`src/rtl/conv_mon_pkg.sv`:
```
// Shared types and helpers for the convergence monitor: FSM states, the
// saturating absolute-value function and default constants.
package conv_mon_pkg;

    typedef enum logic [2:0] {
        ST_IDLE,
        ST_SETTLE,
        ST_CAPTURE,
        ST_WINDOW,
        ST_EVAL
    } state_t;

    localparam int          MAX_W         = 64;
    localparam logic [15:0] DEF_ERR_LIMIT = 16'h0800;

    // Magnitude of the w-bit two's-complement value in the low bits of v.
    // The most-negative code clamps to the largest positive code instead of wrapping.
    function automatic logic [MAX_W-1:0] abs_sat(input logic [MAX_W-1:0] v, input int unsigned w);
        logic [MAX_W-1:0] mask;
        logic [MAX_W-1:0] min_neg;
        logic [MAX_W-1:0] x;
        mask    = (MAX_W'(1) << w) - MAX_W'(1);
        min_neg = MAX_W'(1) << (w - 1);
        x       = v & mask;
        if ((x & min_neg) == '0)
            abs_sat = x;
        else if (x == min_neg)
            abs_sat = min_neg - MAX_W'(1);
        else
            abs_sat = (~x + MAX_W'(1)) & mask;
    endfunction

    function automatic logic [7:0] sat_inc8(input logic [7:0] c);
        sat_inc8 = (c == 8'hFF) ? c : c + 8'd1;
    endfunction

endpackage

```
`src/rtl/conv_mon_timer.sv`:
```
// Loadable down-counter with a zero flag; reused for the settle and window intervals.
module conv_mon_timer #(
    parameter int CNT_W = 20
) (
    input  logic             clk,
    input  logic             rst_n,
    input  logic             load,
    input  logic [CNT_W-1:0] load_val,
    input  logic             dec,
    output logic             zero
);

    logic [CNT_W-1:0] cnt;

    // NOTE: sequential state uses non-blocking assignments so every register
    // samples pre-edge values regardless of process ordering.
    always_ff @(posedge clk or negedge rst_n) begin
        if (!rst_n)
            cnt <= '0;
        else if (load)
            cnt <= load_val;
        else if (dec && cnt != '0)
            cnt <= cnt - CNT_W'(1);
    end

    assign zero = (cnt == '0);

endmodule

```
`src/rtl/convergence_monitor.sv`:
```
// Trigger-driven settle/capture/window/evaluate checker for NCH signed channels,
// with absolute-limit and strict-decay tests and saturating result counters.
module convergence_monitor
    import conv_mon_pkg::*;
#(
    parameter int               WIDTH     = 16,
    parameter int               NCH       = 4,
    parameter int               SETTLE    = 100000,
    parameter int               WINDOW    = 800000,
    parameter logic [WIDTH-1:0] ERR_LIMIT = WIDTH'(DEF_ERR_LIMIT),
    parameter int               CNT_W     = 20
) (
    input  logic                 clk,
    input  logic                 rst_n,
    input  logic                 start,
    input  logic                 abort,
    input  logic [NCH*WIDTH-1:0] val,
    input  logic [NCH-1:0]       lim_mask,
    input  logic [NCH-1:0]       dec_mask,
    output logic                 busy,
    output logic                 done,
    output logic                 pass,
    output logic [NCH-1:0]       fail_ch,
    output logic [7:0]           chk_cnt,
    output logic [7:0]           fail_cnt
);

    if (SETTLE < 1 || SETTLE > (2 ** CNT_W) - 1) begin : g_bad_settle
        $error("convergence_monitor: SETTLE does not fit in CNT_W bits");
    end
    if (WINDOW < 1 || WINDOW > (2 ** CNT_W) - 1) begin : g_bad_window
        $error("convergence_monitor: WINDOW does not fit in CNT_W bits");
    end

    state_t           state_q;
    state_t           state_d;
    logic             tmr_load;
    logic [CNT_W-1:0] tmr_val;
    logic             tmr_dec;
    logic             tmr_zero;
    logic             cap_en;
    logic             eval_en;
    logic [NCH-1:0]   fail_next;

    conv_mon_timer #(.CNT_W(CNT_W)) u_timer (
        .clk      (clk),
        .rst_n    (rst_n),
        .load     (tmr_load),
        .load_val (tmr_val),
        .dec      (tmr_dec),
        .zero     (tmr_zero)
    );

    always_ff @(posedge clk or negedge rst_n) begin
        if (!rst_n)
            state_q <= ST_IDLE;
        else
            state_q <= state_d;
    end

    // NOTE: every combinational output gets a default before the case so no
    // path leaves it unassigned, which would otherwise infer a latch.
    always_comb begin
        state_d  = state_q;
        tmr_load = 1'b0;
        tmr_val  = '0;
        tmr_dec  = 1'b0;
        cap_en   = 1'b0;
        eval_en  = 1'b0;
        unique case (state_q)
            ST_IDLE: begin
                if (start) begin
                    state_d  = ST_SETTLE;
                    tmr_load = 1'b1;
                    tmr_val  = CNT_W'(SETTLE - 1);
                end
            end
            ST_SETTLE: begin
                if (tmr_zero) state_d = ST_CAPTURE;
                else          tmr_dec = 1'b1;
            end
            ST_CAPTURE: begin
                cap_en   = 1'b1;
                tmr_load = 1'b1;
                tmr_val  = CNT_W'(WINDOW - 1);
                state_d  = ST_WINDOW;
            end
            ST_WINDOW: begin
                if (tmr_zero) state_d = ST_EVAL;
                else          tmr_dec = 1'b1;
            end
            ST_EVAL: begin
                eval_en = 1'b1;
                state_d = ST_IDLE;
            end
            default: state_d = ST_IDLE;
        endcase
        // Abort wins over everything, including a same-cycle evaluation.
        if (abort && state_q != ST_IDLE) begin
            state_d  = ST_IDLE;
            tmr_load = 1'b0;
            tmr_dec  = 1'b0;
            cap_en   = 1'b0;
            eval_en  = 1'b0;
        end
    end

    for (genvar i = 0; i < NCH; i++) begin : g_ch
        logic [WIDTH-1:0] mag_end;
        logic [WIDTH-1:0] mag_cap;

        assign mag_end = WIDTH'(abs_sat(MAX_W'(val[i*WIDTH +: WIDTH]), WIDTH));

        // NOTE: the capture register is reset like any other state so a
        // decay check can never compare against power-up garbage.
        always_ff @(posedge clk or negedge rst_n) begin
            if (!rst_n)
                mag_cap <= '0;
            else if (cap_en)
                mag_cap <= mag_end;
        end

        assign fail_next[i] = (lim_mask[i] && (mag_end >= ERR_LIMIT))
                            | (dec_mask[i] && (mag_end >= mag_cap));
    end

    always_ff @(posedge clk or negedge rst_n) begin
        if (!rst_n) begin
            pass     <= 1'b0;
            fail_ch  <= '0;
            chk_cnt  <= '0;
            fail_cnt <= '0;
        end else if (eval_en) begin
            pass    <= ~|fail_next;
            fail_ch <= fail_next;
            chk_cnt <= sat_inc8(chk_cnt);
            if (|fail_next)
                fail_cnt <= sat_inc8(fail_cnt);
        end
    end

    assign busy = (state_q != ST_IDLE);
    assign done = eval_en;

endmodule
```
`config.mk`:
```
export PLATFORM = sky130hd
export DESIGN_NAME = convergence_monitor
export DESIGN_NICKNAME = d
export VERILOG_FILES = /design/src/rtl/conv_mon_pkg.sv /design/src/rtl/conv_mon_timer.sv /design/src/rtl/convergence_monitor.sv
export SDC_FILE = /design/constraint.sdc
export NUM_CORES = 1
export LEC_CHECK = 0
export BUFFER_PORTS_ARGS = -buffer_cell sky130_fd_sc_hd__buf_2
export CELL_PAD_IN_SITES_DETAIL_PLACEMENT = 1
export CELL_PAD_IN_SITES_GLOBAL_PLACEMENT = 1
export CORE_ASPECT_RATIO = 0.5
export CORE_MARGIN = 8
export CORE_UTILIZATION = 35
export CTS_CLUSTER_SIZE = 8
export DETAILED_ROUTE_END_ITERATION = 8
export PLACE_DENSITY = 0.69
export RECOVER_POWER = 100
export SYNTH_ARGS = -nofsm -noshare
export SYNTH_HDL_FRONTEND = slang
export SYNTH_SLANG_ARGS = --single-unit
```
`constraint.sdc`:
```
create_clock -name clk -period 8.1 [get_ports clk]
set_input_delay 1.215 -clock clk [delete_from_list [all_inputs] [get_ports clk]]
set_output_delay 1.215 -clock clk [all_outputs]
set_load 0.05 [all_outputs]
```
==> results of run 1 <==
==> where the power goes <==
| part | internal, mW | total (mW) | switching (mW) |
|---|---|---|---|
| clock network | 0.213 | 0.438 | 0.226 |
| logic | 0.130 | 0.315 | 0.185 |
| registers | 0.578 | 0.597 | 0.0196 |
==> per-layer routing <==
metal	GRT usage (%)	part of all wire (%)	vias to the layer above
li1	-	-	3322
met1	18.6	47	3259
met2	26.8	50	47
met3	3.12	2.3	17
met4	4.03	1.4	0
met5	0	0	-
==> per-stage QoR <==
| stage | hold slack [ns] | area, um^2 | utilization, % | cells |
|---|---|---|---|---|
| final | 0.478 | 8610 | 40.0 | 1289 |
| after global routing | 0.507 | 8610 | 40.0 | 1289 |
| after CTS | 0.484 | 8700 | 40.4 | 1289 |
| after detailed placement | 0.472 | 8420 | 39.1 | 1273 |
| after global placement | 0.464 | 8420 | 39.1 | 1273 |
| after floorplan | 0.447 | 7650 | - | 903 |
==> sequential cells by signal, summed over array words and instances (netlist names) <==
register / count
fail_ch: 4
u_timer.cnt: 20
chk_cnt: 8
state_q: 3
fail_cnt: 8
pass: 1
g_ch.mag_cap: 64
==> cell type report <==
cell class / count / area [um^2] / share of cell area, %
inverter: 80 / 300 / 3.49
sequential: 108 / 2700 / 31.4
multi-input combinational: 685 / 4490 / 52.2
clock buffer: 10 / 229 / 2.66
clock inverter: 6 / 48.8 / 0.567
tap: 300 / 375 / 4.36
timing repair buffer: 100 / 464 / 5.39
==> critical path, delay by kind of cell <==
family,cells,cell delay (ns)
simple gates,6,2.21
buf+inv,2,0.20
compound gates,5,2.08
xor+xnor,1,0.19
fa+ha+maj,2,0.46
==> cells by family (layout without fill, tap and decap cells) <==
group / count (synthesis) / after routing / share of synthesized area, %
buffers and inverters: 110 / 196 / 5.42
muxes: 15 / 15 / 2.21
AOI/OAI and AO/OA: 199 / 199 / 16.7
DFF: 108 / 108 / 35.3
and+or+nand+nor: 334 / 334 / 21.1
xor gates and xnor gates: 66 / 66 / 7.56
adders and majority gates: 71 / 71 / 11.6
==> path summary, 6_finish.rpt <==
| path | from | end | slack, ns | cells past startpoint |
|---|---|---|---|---|
| worst min-delay path | state_q[2] | state_q[1] | 0.48 | 1 |
| max in group asynchronous | rst_n | chk_cnt[6] | 4.17 | 2 |
| worst max-delay path | val[33] | fail_cnt[3] | 1.98 | 16 |
| min in group asynchronous | rst_n | g_ch[0].mag_cap[3] | 1.90 | 1 |
| worst max register to register | state_q[2] | g_ch[1].mag_cap[14] | 2.88 | 5 |
| worst min register to register | state_q[2] | state_q[1] | 0.48 | 1 |
==> cells in the final DEF, fill, tap and decap left out, types with 5 or more instances in the layout <==
cell       synthesis  layout
nand2_1          131     131
dfrtp_1          108     108
inv_1             80      80
nor2_1            76      76
o21ai_0           74      74
ha_1              71      71
buf_2              1      68
xor2_1            42      42
a31oi_1           32      32
clkbuf_1          25      32
a21oi_1           26      26
nand3_1           24      25
xnor2_1           24      24
nor3_1            14      14
nor4_1            12      13
and3_1            12      12
o211ai_1          12      12
mux2_2            11      11
nor2b_1           10      10
clkbuf_16          0       9
or3_1              8       8
o41ai_1            8       8
or2_2              7       7
a21o_1             7       7
nor4b_1            6       6
nand2b_1           6       6
nand4_1            6       6
o31ai_1            5       6
or4_1              4       5
==> flow_metrics.env, run 1 <==
export IMPL_failed_checks="capacitance limit, slew limit"
export IMPL_cp_max_fo=23
export IMPL_p_per_area_mw_per_mm2=157
export IMPL_grt_pass1_wl_mm=34.2
export IMPL_skew_ns=0.00851
export IMPL_synth_top_flop_cell="dfrtp_1"
export IMPL_cts_sinks=108
export IMPL_drtIter0Drc=265
export IMPL_min_path_type="reg2reg"
export IMPL_vias=6645
export IMPL_gp_congestion=0.824
export IMPL_clk_pin_slew_ns=0.08
export IMPL_tightestPinTransition_ns=3.33
export IMPL_die_h_um=121
export IMPL_grt_max_degree=85
export IMPL_synthTopCellsByArea="dfrtp_1 (35%), ha_1 (12%), nand2_1 (6.4%), o21ai_0 (4.8%), xor2_1 (4.8%)"
export IMPL_async_flop_share_pct=100
export IMPL_hpwlAfterDp_mm=15.3
export IMPL_syn_inst=903
export IMPL_cts_resized=0
export IMPL_crit_type="in2reg"
export IMPL_vdd_drop_max_mv=0.0957
export IMPL_syn_num_nets=1050
export IMPL_core_area_mm2=0.0215
export IMPL_num_antenna_cells=0
export IMPL_cts_buffers=9
export IMPL_syn_to_final_growth_pct=12.6
export IMPL_synth_seq_cells=108
export IMPL_wl_mm=19.8
export IMPL_dr_pass1_iters=4
export IMPL_grt_ovfl_total=0
export IMPL_tns_ns=0
export IMPL_worstPathRequired_ns=8.34
export IMPL_yosysMostFrequentCell="nand2_1"
export IMPL_period_needed_ns=6.12
export IMPL_hold_buffers=0
export IMPL_setup_ws_ns=1.98
export IMPL_post_place_ws_ns=2.01
export IMPL_worstSkewPairLatency_ns=0.37
export IMPL_cpPeakStageDelay_ns=0.90
export IMPL_start_util_pct=35.5
export IMPL_htreeDepth=3
export IMPL_num_io_pins=99
export IMPL_via_per_inst=5.16
export IMPL_synth_enable_flop_cells=0
export IMPL_synth_distinct_cells=62
export IMPL_crit_arrival_ns=6.37
export IMPL_avgRoutedWirePerCell_um=15.3
export IMPL_endpoint_kind="flip-flop"
export IMPL_status="finished with violations"
export IMPL_synth_common_cells="nand2_1 (131), dfrtp_1 (108), inv_1 (80)"
export IMPL_hold_viol=0
export IMPL_dieArea_mm2=0.0271
export IMPL_synthesis_area_mm2=0.00765
export IMPL_die_x_um=225
export IMPL_totalPowerFinal_mw=1.35
export IMPL_p_leak_nw=4.05
export IMPL_maxSlewHeadroom_pct=-122
export IMPL_worstSetupStartpointType="primary input"
export IMPL_drive_gt1_share_pct=11.4
export IMPL_grtUsageTotal_pct=15.1
export IMPL_worst_path_max_delay_cell="o31ai_1"
export IMPL_grt_pass1_vias=7038
export IMPL_nets=1131
export IMPL_clock_fmax_mhz=163
export IMPL_crit_chain="clkbuf_1, inv_1, ha_1, or3b_2, nor4_1, nand2_1, nand2_1, ha_1, a211o_1, a221oi_1, o21ai_0, a211oi_1, nand3_1, o31ai_1, nor2_1, xor2_1"
export IMPL_clk_path_buf_depth=2
export IMPL_drv_cap=3
export IMPL_synth_top_cell_area_share_pct=35.3
export IMPL_cts_root_buffer="clkbuf_16"
export IMPL_post_cts_buffers=0
export IMPL_numPortBuffers=98
export IMPL_yosys_warnings=0
export IMPL_rows=38
export IMPL_setup_viol=0
export IMPL_antenna_found_initial=0
export IMPL_final_period_utilization_pct=75.6
export IMPL_synth_top_area_cell="dfrtp_1"
export IMPL_cts_tree="built"
export IMPL_maxSlewViolCount=174
export IMPL_ant_nets=0
export IMPL_drc=0
export IMPL_fillers=2613
export IMPL_seq_area_frac_synth_pct=35.3
export IMPL_rsz0062_at_grt="no"
export IMPL_synth_avg_cell_area_um2=8.47
Note: power is estimated with default switching activity, not from simulation.
==> run 2: changes to the inputs <==
Settings changed: PLACE_DENSITY 0.69 to 0.72.
Clock period 8.1 ns to 5.4 ns, I/O delays scaled along.
==> run 2 against run 1 <==
The flow still finishes with violations (capacitance limit, slew limit). First-iteration DRC count is 15% lower. Register-to-register slack worse by 0.47 ns. Setup slack worse by 1.4 ns. Core utilization is 0.59 points higher. Sequential power is 50% higher. Clock skew is 0.0012 ns higher. Via count is 0.20% lower. Largest cell class unchanged.
==> flow_metrics.env, run 2 (synthesis gave the netlist of run 1 again) <==
export IMPL_largest_register_ffs=64
export IMPL_dr_pass1_iters=4
export IMPL_tns_ns=0
export IMPL_core_area_mm2=0.0215
export IMPL_cts_resized=0
export IMPL_cts_root_buffer="clkbuf_16"
export IMPL_min_path_type="reg2reg"
export IMPL_r2r_slack_ns=2.41
export IMPL_worstRegToRegCells=10
export IMPL_post_cts_buffers=0
export IMPL_r2r_start="g_ch[0].mag_cap[9]"
export IMPL_grt_ovfl_total=0
export IMPL_htreeDepth=3
export IMPL_die_x_um=225
export IMPL_setup_viol=0
export IMPL_hpwlAfterDp_mm=15.4
export IMPL_placed_area_mm2=0.00850
export IMPL_grt_pass1_vias=7004
export IMPL_wl_mm=19.9
export IMPL_grt_max_degree=113
export IMPL_drtIter0Drc=224
export IMPL_final_common_cell="nand2_1"
export IMPL_mostFrequentLayoutCells="nand2_1 (131), dfrtp_1 (108), inv_1 (80)"
export IMPL_reg_largest_list="g_ch.mag_cap x64, u_timer.cnt x20"
export IMPL_final_period_utilization_pct=89.9
export IMPL_period_needed_ns=4.86
export IMPL_rsz0062_at_grt="no"
export IMPL_nets=1139
export IMPL_regMostFlops="g_ch.mag_cap"
export IMPL_fillers=2614
export IMPL_die_h_um=121
export IMPL_clock_fmax_mhz=206
export IMPL_crit_type="in2reg"
export IMPL_clk_pin_slew_ns=0.07
export IMPL_min_path_cells=1
export IMPL_holdPathEnd="state_q[1]"
export IMPL_p_leak_nw=4.10
export IMPL_status="finished with violations"
export IMPL_worstSkewPairLatency_ns=0.36
export IMPL_final_cell_area_mm2=0.00874
export IMPL_crit_arrival_ns=5.10
export IMPL_worstSetupStartpointType="primary input"
export IMPL_vias=6632
export IMPL_cts_sinks=108
export IMPL_r2r_end="fail_cnt[1]"
export IMPL_via_per_inst=5.11
export IMPL_num_io_pins=99
export IMPL_antenna_found_initial=0
export IMPL_grt_pass1_wl_mm=34.0
export IMPL_drc=0
export IMPL_hold_viol=0
export IMPL_syn_to_final_growth_pct=14.3
export IMPL_tightestPinTransition_ns=2.95
export IMPL_maxSlewHeadroom_pct=-96.6
export IMPL_hold_buffers=0
export IMPL_clk_path_buf_depth=2
export IMPL_rows=38
export IMPL_skew_ns=0.00976
export IMPL_gp_congestion=0.827
export IMPL_critPathLaunch="val[33]"
export IMPL_drv_cap=1
export IMPL_cp_max_fo=8
export IMPL_numPortBuffers=98
export IMPL_vdd_drop_max_mv=0.176
export IMPL_failed_checks="capacitance limit, slew limit"
export IMPL_hold_start="state_q[2]"
export IMPL_start_util_pct=35.5
export IMPL_worstPathRequired_ns=5.64
export IMPL_dieArea_mm2=0.0271
export IMPL_grtUsageTotal_pct=15.0
export IMPL_maxSlewViolCount=53
export IMPL_cts_tree="built"
export IMPL_endpoint_kind="flip-flop"
export IMPL_avgRoutedWirePerCell_um=15.3
export IMPL_drive_gt1_share_pct=11.6
export IMPL_p_per_area_mw_per_mm2=243
export IMPL_cts_buffers=9
export IMPL_ant_nets=0
## run 2: cell types whose count changed in the layout (fill, tap and decap cells not counted), sizes merged
cell | previous run | this run
buf | 69 | 71
diode | 0 | 1
clkinvlp | 2 | 1
clkbuf | 41 | 47
clkinv | 2 | 1
bufinv | 0 | 2
## run 2: how the worst max path moves through the flow
| stage | to | slack (ns) | cells past startpoint |
|---|---|---|---|
| after floorplan | fail_cnt[1] | 0.83 | 14 |
| after global placement | fail_cnt[1] | 0.41 | 16 |
| after detailed placement | fail_cnt[1] | 0.19 | 16 |
| after CTS | fail_cnt[1] | 0.58 | 16 |
| after global routing | fail_cnt[1] | 0.26 | 15 |
| final | fail_cnt[1] | 0.54 | 16 |
## run 2: layout make-up
cell class | count | area, um^2 | area share, %
inverter | 80 | 300 | 3.44
sequential | 108 | 2700 | 30.9
tap | 300 | 375 | 4.30
multi-input combinational | 685 | 4510 | 51.6
clock inverter | 6 | 93.8 | 1.07
clock buffer | 10 | 239 | 2.73
antenna | 1 | 2.50 | 0.0286
timing repair buffer | 108 | 513 | 5.87
## run 2: per-layer routing
layer  part of all wire (%)  global-route usage [%]  up-vias
li1                       -                       -     3341
met1                     46                    18.1     3227
met2                     50                    27.3       56
met3                    3.2                    3.38        8
met4                   0.61                    3.01        0
met5                      0                       0        -
## run 2: power by group
| group | switching, mW | leakage, nW | internal, mW | total, mW |
|---|---|---|---|---|
| registers | 0.0312 | 1.32 | 0.866 | 0.898 |
| clock network | 0.323 | 0.160 | 0.424 | 0.747 |
| logic | 0.282 | 2.62 | 0.196 | 0.477 |
## run 2: metrics by stage
stage	power, mW	cells	setup WS, ns	utilization (%)	hold WS [ns]
after detailed placement	1.40	1281	0.185	39.4	0.474
after global placement	1.37	1281	0.407	39.4	0.461
after global routing	2.26	1297	0.262	40.6	0.510
after floorplan	1.23	903	0.833	-	0.447
final	2.12	1298	0.543	40.6	0.479
after CTS	2.17	1297	0.581	41.0	0.477
## run 2: worst max-delay path: stages
cell	delay, ns
buf_2	0.10
inv_1	0.08
ha_1	0.19
or3b_2	0.51
or2_2	0.34
o41ai_1	0.33
xor2_1	0.25
nand2_1	0.09
ha_1	0.34
a21o_1	0.18
a221oi_1	0.26
o21ai_0	0.15
a211oi_1	0.41
nand3_1	0.22
o31ai_4	0.45
mux2_1	0.37
